### src/rtl/vga_timing_pkg.sv
// Shared VGA timing constants for the 640x480@60 display path.
// Holds the default horizontal/vertical timing, derived totals and sync windows,
// the RGB332 field positions and the blanking colour.
package vga_timing_pkg;

  localparam int unsigned CLK_DIV_DEF        = 4;
  localparam int unsigned COLOUR_LATENCY_DEF = 1;
  localparam bit          SYNC_ACTIVE_DEF    = 1'b0;

  localparam int unsigned H_VISIBLE = 640;
  localparam int unsigned H_FRONT   = 16;
  localparam int unsigned H_SYNC    = 96;
  localparam int unsigned H_BACK    = 48;
  localparam int unsigned V_VISIBLE = 480;
  localparam int unsigned V_FRONT   = 10;
  localparam int unsigned V_SYNC    = 2;
  localparam int unsigned V_BACK    = 33;

  localparam int unsigned H_TOTAL  = H_VISIBLE + H_FRONT + H_SYNC + H_BACK;
  localparam int unsigned V_TOTAL  = V_VISIBLE + V_FRONT + V_SYNC + V_BACK;
  localparam int unsigned HS_START = H_VISIBLE + H_FRONT;
  localparam int unsigned HS_END   = HS_START + H_SYNC - 1;
  localparam int unsigned VS_START = V_VISIBLE + V_FRONT;
  localparam int unsigned VS_END   = VS_START + V_SYNC - 1;

  // RGB332 layout: {R[2:0], G[2:0], B[1:0]}
  localparam int unsigned RGB_R_HI = 7;
  localparam int unsigned RGB_R_LO = 5;
  localparam int unsigned RGB_G_HI = 4;
  localparam int unsigned RGB_G_LO = 2;
  localparam int unsigned RGB_B_HI = 1;
  localparam int unsigned RGB_B_LO = 0;

  localparam logic [7:0] COLOUR_BLANK = 8'h00;

endpackage

### src/rtl/vga_pixel_tick.sv
// Pixel-rate divider.
// Counts 0..CLK_DIV-1 and flags the last count of each pixel period.
//   clk_i    : system clock
//   reset_i  : synchronous, active-high reset (divider back to 0)
//   tick_o   : pixel tick, high when the divider is at CLK_DIV-1
//   sample_o : colour sample strobe, coincident with the tick
module vga_pixel_tick #(
  parameter int unsigned CLK_DIV = 4
) (
  input  logic clk_i,
  input  logic reset_i,
  output logic tick_o,
  output logic sample_o
);

  localparam int unsigned DivW = (CLK_DIV > 1) ? $clog2(CLK_DIV) : 1;
  localparam logic [DivW-1:0] DivMax = DivW'(CLK_DIV - 1);

  logic [DivW-1:0] div_q, div_d;
  logic            at_max;

  always_comb begin
    at_max = (div_q == DivMax);
    div_d  = at_max ? '0 : div_q + 1'b1;
  end

  always_ff @(posedge clk_i) begin
    if (reset_i) begin
      div_q <= '0;
    end else begin
      div_q <= div_d;
    end
  end

  assign tick_o   = at_max;
  // Sampling on the last divider count gives the renderer CLK_DIV-1 cycles
  // after the address change, which covers COLOUR_LATENCY.
  assign sample_o = at_max;

endmodule

### src/rtl/vga_display_driver.sv
// VGA raster generator and pixel sink.
// Walks the raster, publishes the current pixel address, samples the colour the
// renderer returns and drives registered RGB332, HS and VS one pixel period later.
//   CLK        : system clock
//   RESET      : synchronous, active-high
//   ADDRH/V    : current pixel address (0 during blanking)
//   COLOUR_IN  : renderer colour for ADDRH/ADDRV
//   COLOUR_OUT : registered RGB332, forced to blank when not visible
//   HS/VS      : syncs, delayed to stay aligned with COLOUR_OUT
//   VISIBLE    : COLOUR_OUT carries a visible pixel
//   FRAME_TICK : one-CLK pulse when pixel (0,0) is addressed
module vga_display_driver #(
  parameter int unsigned CLK_DIV        = vga_timing_pkg::CLK_DIV_DEF,
  parameter int unsigned COLOUR_LATENCY = vga_timing_pkg::COLOUR_LATENCY_DEF,
  parameter int unsigned H_VISIBLE      = vga_timing_pkg::H_VISIBLE,
  parameter int unsigned H_FRONT        = vga_timing_pkg::H_FRONT,
  parameter int unsigned H_SYNC         = vga_timing_pkg::H_SYNC,
  parameter int unsigned H_BACK         = vga_timing_pkg::H_BACK,
  parameter int unsigned V_VISIBLE      = vga_timing_pkg::V_VISIBLE,
  parameter int unsigned V_FRONT        = vga_timing_pkg::V_FRONT,
  parameter int unsigned V_SYNC         = vga_timing_pkg::V_SYNC,
  parameter int unsigned V_BACK         = vga_timing_pkg::V_BACK,
  parameter bit          SYNC_ACTIVE    = vga_timing_pkg::SYNC_ACTIVE_DEF
) (
  input  logic       CLK,
  input  logic       RESET,
  output logic [9:0] ADDRH,
  output logic [8:0] ADDRV,
  input  logic [7:0] COLOUR_IN,
  output logic [7:0] COLOUR_OUT,
  output logic       HS,
  output logic       VS,
  output logic       VISIBLE,
  output logic       FRAME_TICK
);

  import vga_timing_pkg::*;

  localparam int unsigned HTotal = H_VISIBLE + H_FRONT + H_SYNC + H_BACK;
  localparam int unsigned VTotal = V_VISIBLE + V_FRONT + V_SYNC + V_BACK;

  localparam logic [9:0] HLast   = 10'(HTotal - 1);
  localparam logic [9:0] VLast   = 10'(VTotal - 1);
  localparam logic [9:0] HVis    = 10'(H_VISIBLE);
  localparam logic [9:0] VVis    = 10'(V_VISIBLE);
  localparam logic [9:0] HsFirst = 10'(H_VISIBLE + H_FRONT);
  localparam logic [9:0] HsLast  = 10'(H_VISIBLE + H_FRONT + H_SYNC - 1);
  localparam logic [9:0] VsFirst = 10'(V_VISIBLE + V_FRONT);
  localparam logic [9:0] VsLast  = 10'(V_VISIBLE + V_FRONT + V_SYNC - 1);

  if (COLOUR_LATENCY >= CLK_DIV) begin : gen_latency_check
    $error("COLOUR_LATENCY must be less than CLK_DIV");
  end

  logic tick, sample;

  vga_pixel_tick #(
    .CLK_DIV (CLK_DIV)
  ) u_pixel_tick (
    .clk_i    (CLK),
    .reset_i  (RESET),
    .tick_o   (tick),
    .sample_o (sample)
  );

  logic [9:0] h_q, h_d, v_q, v_d;
  logic [9:0] addrh_q, addrh_d;
  logic [8:0] addrv_q, addrv_d;
  // Flags of the pixel currently on the address bus.
  logic       pix_vis_q, pix_vis_d, pix_hs_q, pix_hs_d, pix_vs_q, pix_vs_d;
  logic [7:0] colour_hold_q, colour_hold_d;
  logic [7:0] colour_out_q, colour_out_d;
  logic       hs_q, hs_d, vs_q, vs_d, visible_q, visible_d, frame_tick_q, frame_tick_d;
  logic       in_vis, hs_act, vs_act;

  always_comb begin
    h_d           = h_q;
    v_d           = v_q;
    addrh_d       = addrh_q;
    addrv_d       = addrv_q;
    pix_vis_d     = pix_vis_q;
    pix_hs_d      = pix_hs_q;
    pix_vs_d      = pix_vs_q;
    colour_hold_d = colour_hold_q;
    colour_out_d  = colour_out_q;
    hs_d          = hs_q;
    vs_d          = vs_q;
    visible_d     = visible_q;

    in_vis = (h_q < HVis) && (v_q < VVis);
    hs_act = (h_q >= HsFirst) && (h_q <= HsLast);
    vs_act = (v_q >= VsFirst) && (v_q <= VsLast);

    if (sample) begin
      colour_hold_d = COLOUR_IN;
    end

    frame_tick_d = tick && (h_q == '0) && (v_q == '0);

    if (tick) begin
      if (h_q == HLast) begin
        h_d = '0;
        v_d = (v_q == VLast) ? '0 : v_q + 10'd1;
      end else begin
        h_d = h_q + 10'd1;
      end

      addrh_d   = in_vis ? h_q : '0;
      addrv_d   = in_vis ? v_q[8:0] : '0;
      pix_vis_d = in_vis;
      pix_hs_d  = hs_act;
      pix_vs_d  = vs_act;

      // Output stage shows the pixel whose address was published last period;
      // its colour is the value being sampled on this same edge.
      colour_out_d = pix_vis_q ? colour_hold_d : COLOUR_BLANK;
      hs_d         = pix_hs_q ? SYNC_ACTIVE : ~SYNC_ACTIVE;
      vs_d         = pix_vs_q ? SYNC_ACTIVE : ~SYNC_ACTIVE;
      visible_d    = pix_vis_q;
    end
  end

  always_ff @(posedge CLK) begin
    if (RESET) begin
      h_q           <= '0;
      v_q           <= '0;
      addrh_q       <= '0;
      addrv_q       <= '0;
      pix_vis_q     <= 1'b0;
      pix_hs_q      <= 1'b0;
      pix_vs_q      <= 1'b0;
      colour_hold_q <= COLOUR_BLANK;
      colour_out_q  <= COLOUR_BLANK;
      hs_q          <= ~SYNC_ACTIVE;
      vs_q          <= ~SYNC_ACTIVE;
      visible_q     <= 1'b0;
      frame_tick_q  <= 1'b0;
    end else begin
      h_q           <= h_d;
      v_q           <= v_d;
      addrh_q       <= addrh_d;
      addrv_q       <= addrv_d;
      pix_vis_q     <= pix_vis_d;
      pix_hs_q      <= pix_hs_d;
      pix_vs_q      <= pix_vs_d;
      colour_hold_q <= colour_hold_d;
      colour_out_q  <= colour_out_d;
      hs_q          <= hs_d;
      vs_q          <= vs_d;
      visible_q     <= visible_d;
      frame_tick_q  <= frame_tick_d;
    end
  end

  assign ADDRH      = addrh_q;
  assign ADDRV      = addrv_q;
  assign COLOUR_OUT = colour_out_q;
  assign HS         = hs_q;
  assign VS         = vs_q;
  assign VISIBLE    = visible_q;
  assign FRAME_TICK = frame_tick_q;

endmodule

### config.mk
export PLATFORM = sky130hd
export DESIGN_NAME = vga_display_driver
export DESIGN_NICKNAME = d
export VERILOG_FILES = /design/src/rtl/vga_timing_pkg.sv /design/src/rtl/vga_pixel_tick.sv /design/src/rtl/vga_display_driver.sv
export SDC_FILE = /design/constraint.sdc
export NUM_CORES = 1
export LEC_CHECK = 0
export ABC_AREA = 1
export CORE_UTILIZATION = 55
export CTS_CLUSTER_SIZE = 40
export DETAILED_ROUTE_END_ITERATION = 7
export HOLD_SLACK_MARGIN = 0.1
export PLACE_DENSITY = 0.83
export SLEW_MARGIN = 10
export SYNTH_ARGS = -nofsm -noshare
export SYNTH_HDL_FRONTEND = slang
export SYNTH_SLANG_ARGS = --single-unit
### constraint.sdc
create_clock -name CLK -period 3.9 [get_ports CLK]
set_clock_uncertainty 0.2 [all_clocks]
set_input_delay 0.78 -clock CLK [delete_from_list [all_inputs] [get_ports CLK]]
set_output_delay 0.78 -clock CLK [all_outputs]
set_load 0.005 [all_outputs]
Yosys cells after proc, flatten, opt, wreduce, memory -nomap -nowiden
Cells that the tools add are included.
{ "word_totals": {"reg_bits": 64, "input_bits": 10, "output_inout_bits": 31} }
{ "classes": {"order_cmp": 6, "reduce_logical": 9, "addsub": 3, "n_eq_ne": 3, "muxes": 8} }
{ "op_table": {"columns": ["operator", "count"], "rows": [
  ["10-bit 2-to-1 mux", 3],
  ["10-bit by 1-bit adder with 10-bit output (second input constant)", 2],
  ["10-bit equality test (second input constant)", 2],
  ["10-bit logical NOT", 2],
  ["8-bit 2-to-1 mux", 2],
  ["10-bit >= comparator (second input constant)", 1],
  ["10-bit by 9-bit >= comparator with 1-bit output (second input constant)", 1],
  ["10-bit less-or-equal comparator (second input constant)", 1],
  ["10-bit by 9-bit less-or-equal comparator with 1-bit output (second input constant)", 1],
  ["10-bit less-than comparator (second input constant)", 1],
  ["10-bit by 9-bit less-than comparator with 1-bit output (second input constant)", 1],
  ["9-bit 2-to-1 mux", 1],
  ["1-bit logical AND", 5],
  ["2-bit by 1-bit adder with 2-bit output (second input constant)", 1],
  ["2-bit equality test (second input constant)", 1],
  ["1-bit 2-to-1 mux", 2],
  ["2-bit AND reduction", 1],
  ["2-bit OR reduction", 1]
]} }

Depth between registers and ports, before layout
{ "logic_depth": {"ltp_word": 3, "depth_mapped": 11, "mapped_depth_nobuf": 10} }

By module
A second synthesis with hierarchy kept.
{ "hier_totals": {"cells_unflattened": 377, "area_unflattened_um2": 2781.4} }
{ "by_module_without_submodules": {"columns": ["mod", "instances", "area_per_inst_um2", "cells_per_inst", "seq_area_each_um2"], "rows": [
  ["vga_display_driver", 1, 2698.8, 367, 1241.2],
  ["vga_pixel_tick", 1, 82.6, 10, 40.0]
]} }

Worst setup path after synthesis
Ideal clock, no wire load.
{ "synth_timing": {"kind": "input-to-reg", "startpoint": "in RESET", "endpoint": "reg colour_out_q[0], in the netlist COLOUR_OUT[0]", "arrival_time_ns": 1.493, "path_buffers": 3, "stages": 6, "required_time_ns": 3.577, "setup_slack_ns": 2.083, "path_cell_list": "clkbuf_1 > nor2_1 > buf_2 > buf_2 > nand2_1 > o21ai_0"} }
{ "synth_lines": {"columns": ["item", "line", "source"], "rows": [
  ["start, declared", "vga_display_driver.sv:26", "input logic RESET,"],
  ["end signal, assigned", "vga_display_driver.sv:147", "colour_out_q <= colour_out_d;"],
  ["end, declared", "vga_display_driver.sv:72", "logic [7:0] colour_out_q, colour_out_d;"]
]} }

==> results by group <==
Final layout
  • Sequential cell area: 1120 um2
  • Area growth syn-to-layout: 23.1%
  • # fillers: 343
  • Multi-input logic area: 1010 um2
  • Final nets: 356
  • Share of layout cells above drive strength 1: 6.73%
  • # diodes: 0

Global routing
  • GRT met3 Usage: 4.45%
  • Busiest grt layer: met2
  • Largest net degree at the start of global routing: 21
  • Met1 global-route usage: 32.3%
  • Vias in the first global route: 1795
  • Total grt overflow: 0
  • Initial antenna violation count: 0
  • Met2 Use GR: 41.0%
  • Global-route wire length before repair: 8290 um
  • All-Layer GR Usage: 25.2%

Critical path
  • CP Launch Type: input pin
  • Reg-to-reg startpoint: u_pixel_tick.div_q[0]
  • Crit-path max FO: 12
  • Worst r2r path cells: 6
  • Crit-path max cell delay: 0.58 ns
  • FF-to-FF End: ADDRV[2]
  • Critical Path AT: 2.46 ns
  • CP Class: input pin to flop
  • CP cell instances: clkdlybuf4s50_1, inv_1, nand4_1, buf_4, o21ai_0
  • R2R Setup Slk: 1.85 ns
  • CP required: 3.93 ns
  • Crit end category: flop
  • Critical path's slowest cell: clkdlybuf4s50_1

Timing
  • RSZ-0062 raised after global routing: false
  • Period utilization: 62.4%
  • Post-layout min period: 2.43 ns
  • Relative slew slack: 55.3%
  • Setup_tns: 0 ns
  • Fmax: 0.411 GHz
  • Max-slew violation count: 0
  • Final setup fails: 0
  • Worst slew pin tran: 0.669 ns
  • Hold slack: 0.231 ns
  • Final hold vios: 0

Detailed routing
  • Vias: 2082
  • # DRC: 0
  • WL final: 5070 um
  • DR pass1 iterations: 5
  • Wire length per cell: 12.9 um
  • Post-route ant nets: 0
  • Starting DRT DRC Count: 147
  • Vias per Instance: 5.31

Clock network
  • Clk root buf: clkbuf_8
  • Clock sinks: 56
  • CTS tree: built
  • Post-CTS Setup Bufs: 0
  • CTS H-Tree Depth: 2
  • CTS buffer count: 5
  • Max Buffers Root-to-Sink: 2
  • Clk Latency, worst-skew pair: 0.31 ns
  • Gates resized, CTS repair: 0
  • Post-CTS Hold Buffers: 0
  • CTS clk-pin slew, worst paths: 0.09 ns

Yosys
  • Syn_nets: 316
  • Yosys cell types: 26
  • Flop and latch count out of synthesis: 56
  • Post-Synth Adder-Cell Area: 2.70%
  • Syn Area/Cell: 7.69 um2
  • Largest family of logic cells by synthesized area: simple AND/OR/NAND/NOR gates
  • Xor/xnor share of the synthesized area: 1.89%
  • Synth Area in Compound Gates: 12.1%
  • Post-synthesis mux area share: 0%
  • Mapped cell area: 2310 um2
  • Synth Area in Simple Gates: 26.9%
  • Sequential fraction of the synthesis area: 48.4%
  • Syn. warnings: 0
  • Syn Inst Count: 301

Job
  • Max_cap viols: 0

Floorplanning
  • Core area: 4030 um2
  • Die Span X: 66.9 um
  • Die area: 4470 um2
  • Standard-cell rows: 23
  • Initial Utilization: 57.5%
  • Die height: 66.9 um
  • # IOs: 41

Place
  • HPWL Detailed: 3740 um
  • RD Place Congestion: 0.978
  • Number of port buffers: 40

Hold path
  • Hold EP: u_pixel_tick.div_q[0]
  • Worst Hold Launch: u_pixel_tick.div_q[0]
  • Worst min path class: flop to flop
  • Worst hold stages: 1

Outcome
  • Outcome: completed

Power and ir drop
  • Power per cell area: 335 nW/um2
  • Max rail drop VDD: 0.000217 V
  • Leakage: 1.02 nW
## cell usage after synthesis
cell | number | area share [%]
nand2_2 | 5 | 1.4
ha_1 | 5 | 2.7
nor2_1 | 32 | 5.2
dfxtp_1 | 56 | 48
nand3_1 | 13 | 2.8
nor2_2 | 1 | 0.27
o22ai_1 | 1 | 0.27
nand3b_1 | 2 | 0.65
xor2_1 | 5 | 1.9
o21ai_0 | 33 | 7.1
a32o_1 | 3 | 1.3
inv_1 | 35 | 5.7
nand3_2 | 2 | 0.86
nor2_4 | 1 | 0.49
nor2_8 | 1 | 0.86
buf_2 | 7 | 1.5
o21ai_1 | 3 | 0.65
inv_4 | 1 | 0.27
a21oi_1 | 11 | 2.4
nand2_1 | 64 | 10
nor4_1 | 2 | 0.54
nor3_1 | 5 | 1.1
clkbuf_1 | 2 | 0.32
a221oi_1 | 1 | 0.38
nand4_1 | 9 | 2.4
inv_2 | 1 | 0.16
## placed cells by master, fill, tap and decap left out, drive strengths merged
cell,n
o21ai,36
clkdlybuf4s50,40
inv,37
a221oi,1
nor2,35
o22ai,1
clkbuf,6
a32o,3
xor2,5
ha,5
dfxtp,56
nand3b,2
nand3,15
nand4,9
nor3,5
nor4,2
clkinvlp,2
buf,2
nand2,69
a21oi,11
## final cells by class
type / count / share of cell area, %
Sequential cell: 56 / 39.3
Clock inverter: 2 / 0.527
Inverter: 37 / 4.96
Tap cell: 50 / 2.19
Clock buffer: 6 / 2.90
Multi-Input combinational cell: 199 / 35.5
Timing Repair Buffer: 42 / 14.6
## kinds of logic (layout without fill, tap and decap cells)
group,Yosys count,after routing
AOI/OAI and AO/OA,52,52
xor gates and xnor gates,5,5
adders and majority gates,5,5
buffers and inverters,46,87
DFF,56,56
and+or+nand+nor,137,137
## per-stage QoR
stage / cell area [um2] / total power, mW / util (%) / setup WS (ns) / cells
floorplan: 2310 / 0.621 / - / 2.08 / 301
global placement: 2750 / 0.639 / 68.3 / 1.23 / 384
finish: 2850 / 0.954 / 70.7 / 1.47 / 392
global route: 2850 / 0.993 / 70.7 / 1.30 / 392
CTS: 2850 / 0.967 / 70.7 / 1.50 / 392
detailed placement: 2750 / 0.641 / 68.3 / 1.17 / 384
## state kept, by name (all words and copies together), names as in the netlist
signal,count
ADDRH,10
h_q,10
v_q,10
ADDRV,9
COLOUR_OUT,8
u_pixel_tick.div_q,2
FRAME_TICK,1
HS,1
VISIBLE,1
VS,1
pix_hs_q,1
pix_vis_q,1
pix_vs_q,1
## worst max-delay path, delay by kind of cell
| kind | cells | cell delay [ns] |
|---|---|---|
| buf+inv | 3 | 1.16 |
| simple gates | 1 | 0.34 |
| compound gates | 1 | 0.18 |
## worst max-delay path by stage
stage | slack [ns] | startpoint | endpoint
global route | 1.30 | RESET | ADDRH[6]
detailed placement | 1.17 | RESET | HS
global placement | 1.23 | RESET | VS
floorplan | 2.08 | RESET | COLOUR_OUT[0]
CTS | 1.50 | RESET | HS
finish | 1.47 | RESET | ADDRV[2]
## routing by layer
metal  share of wire (%)  routed length, um  vias to the layer above
met2                  46               2310                       79
li1                    -                  -                     1057
met5                   0                  0                        -
met3                 7.0                357                       11
met4                 2.2                113                        0
met1                  45               2280                      935
## report_power, final
part           total (mW)  internal [mW]  switching (mW)
clock               0.326          0.144           0.182
combinational      0.0489         0.0188          0.0300
sequential          0.579          0.576         0.00280
(Power assumes the default switching activity.)
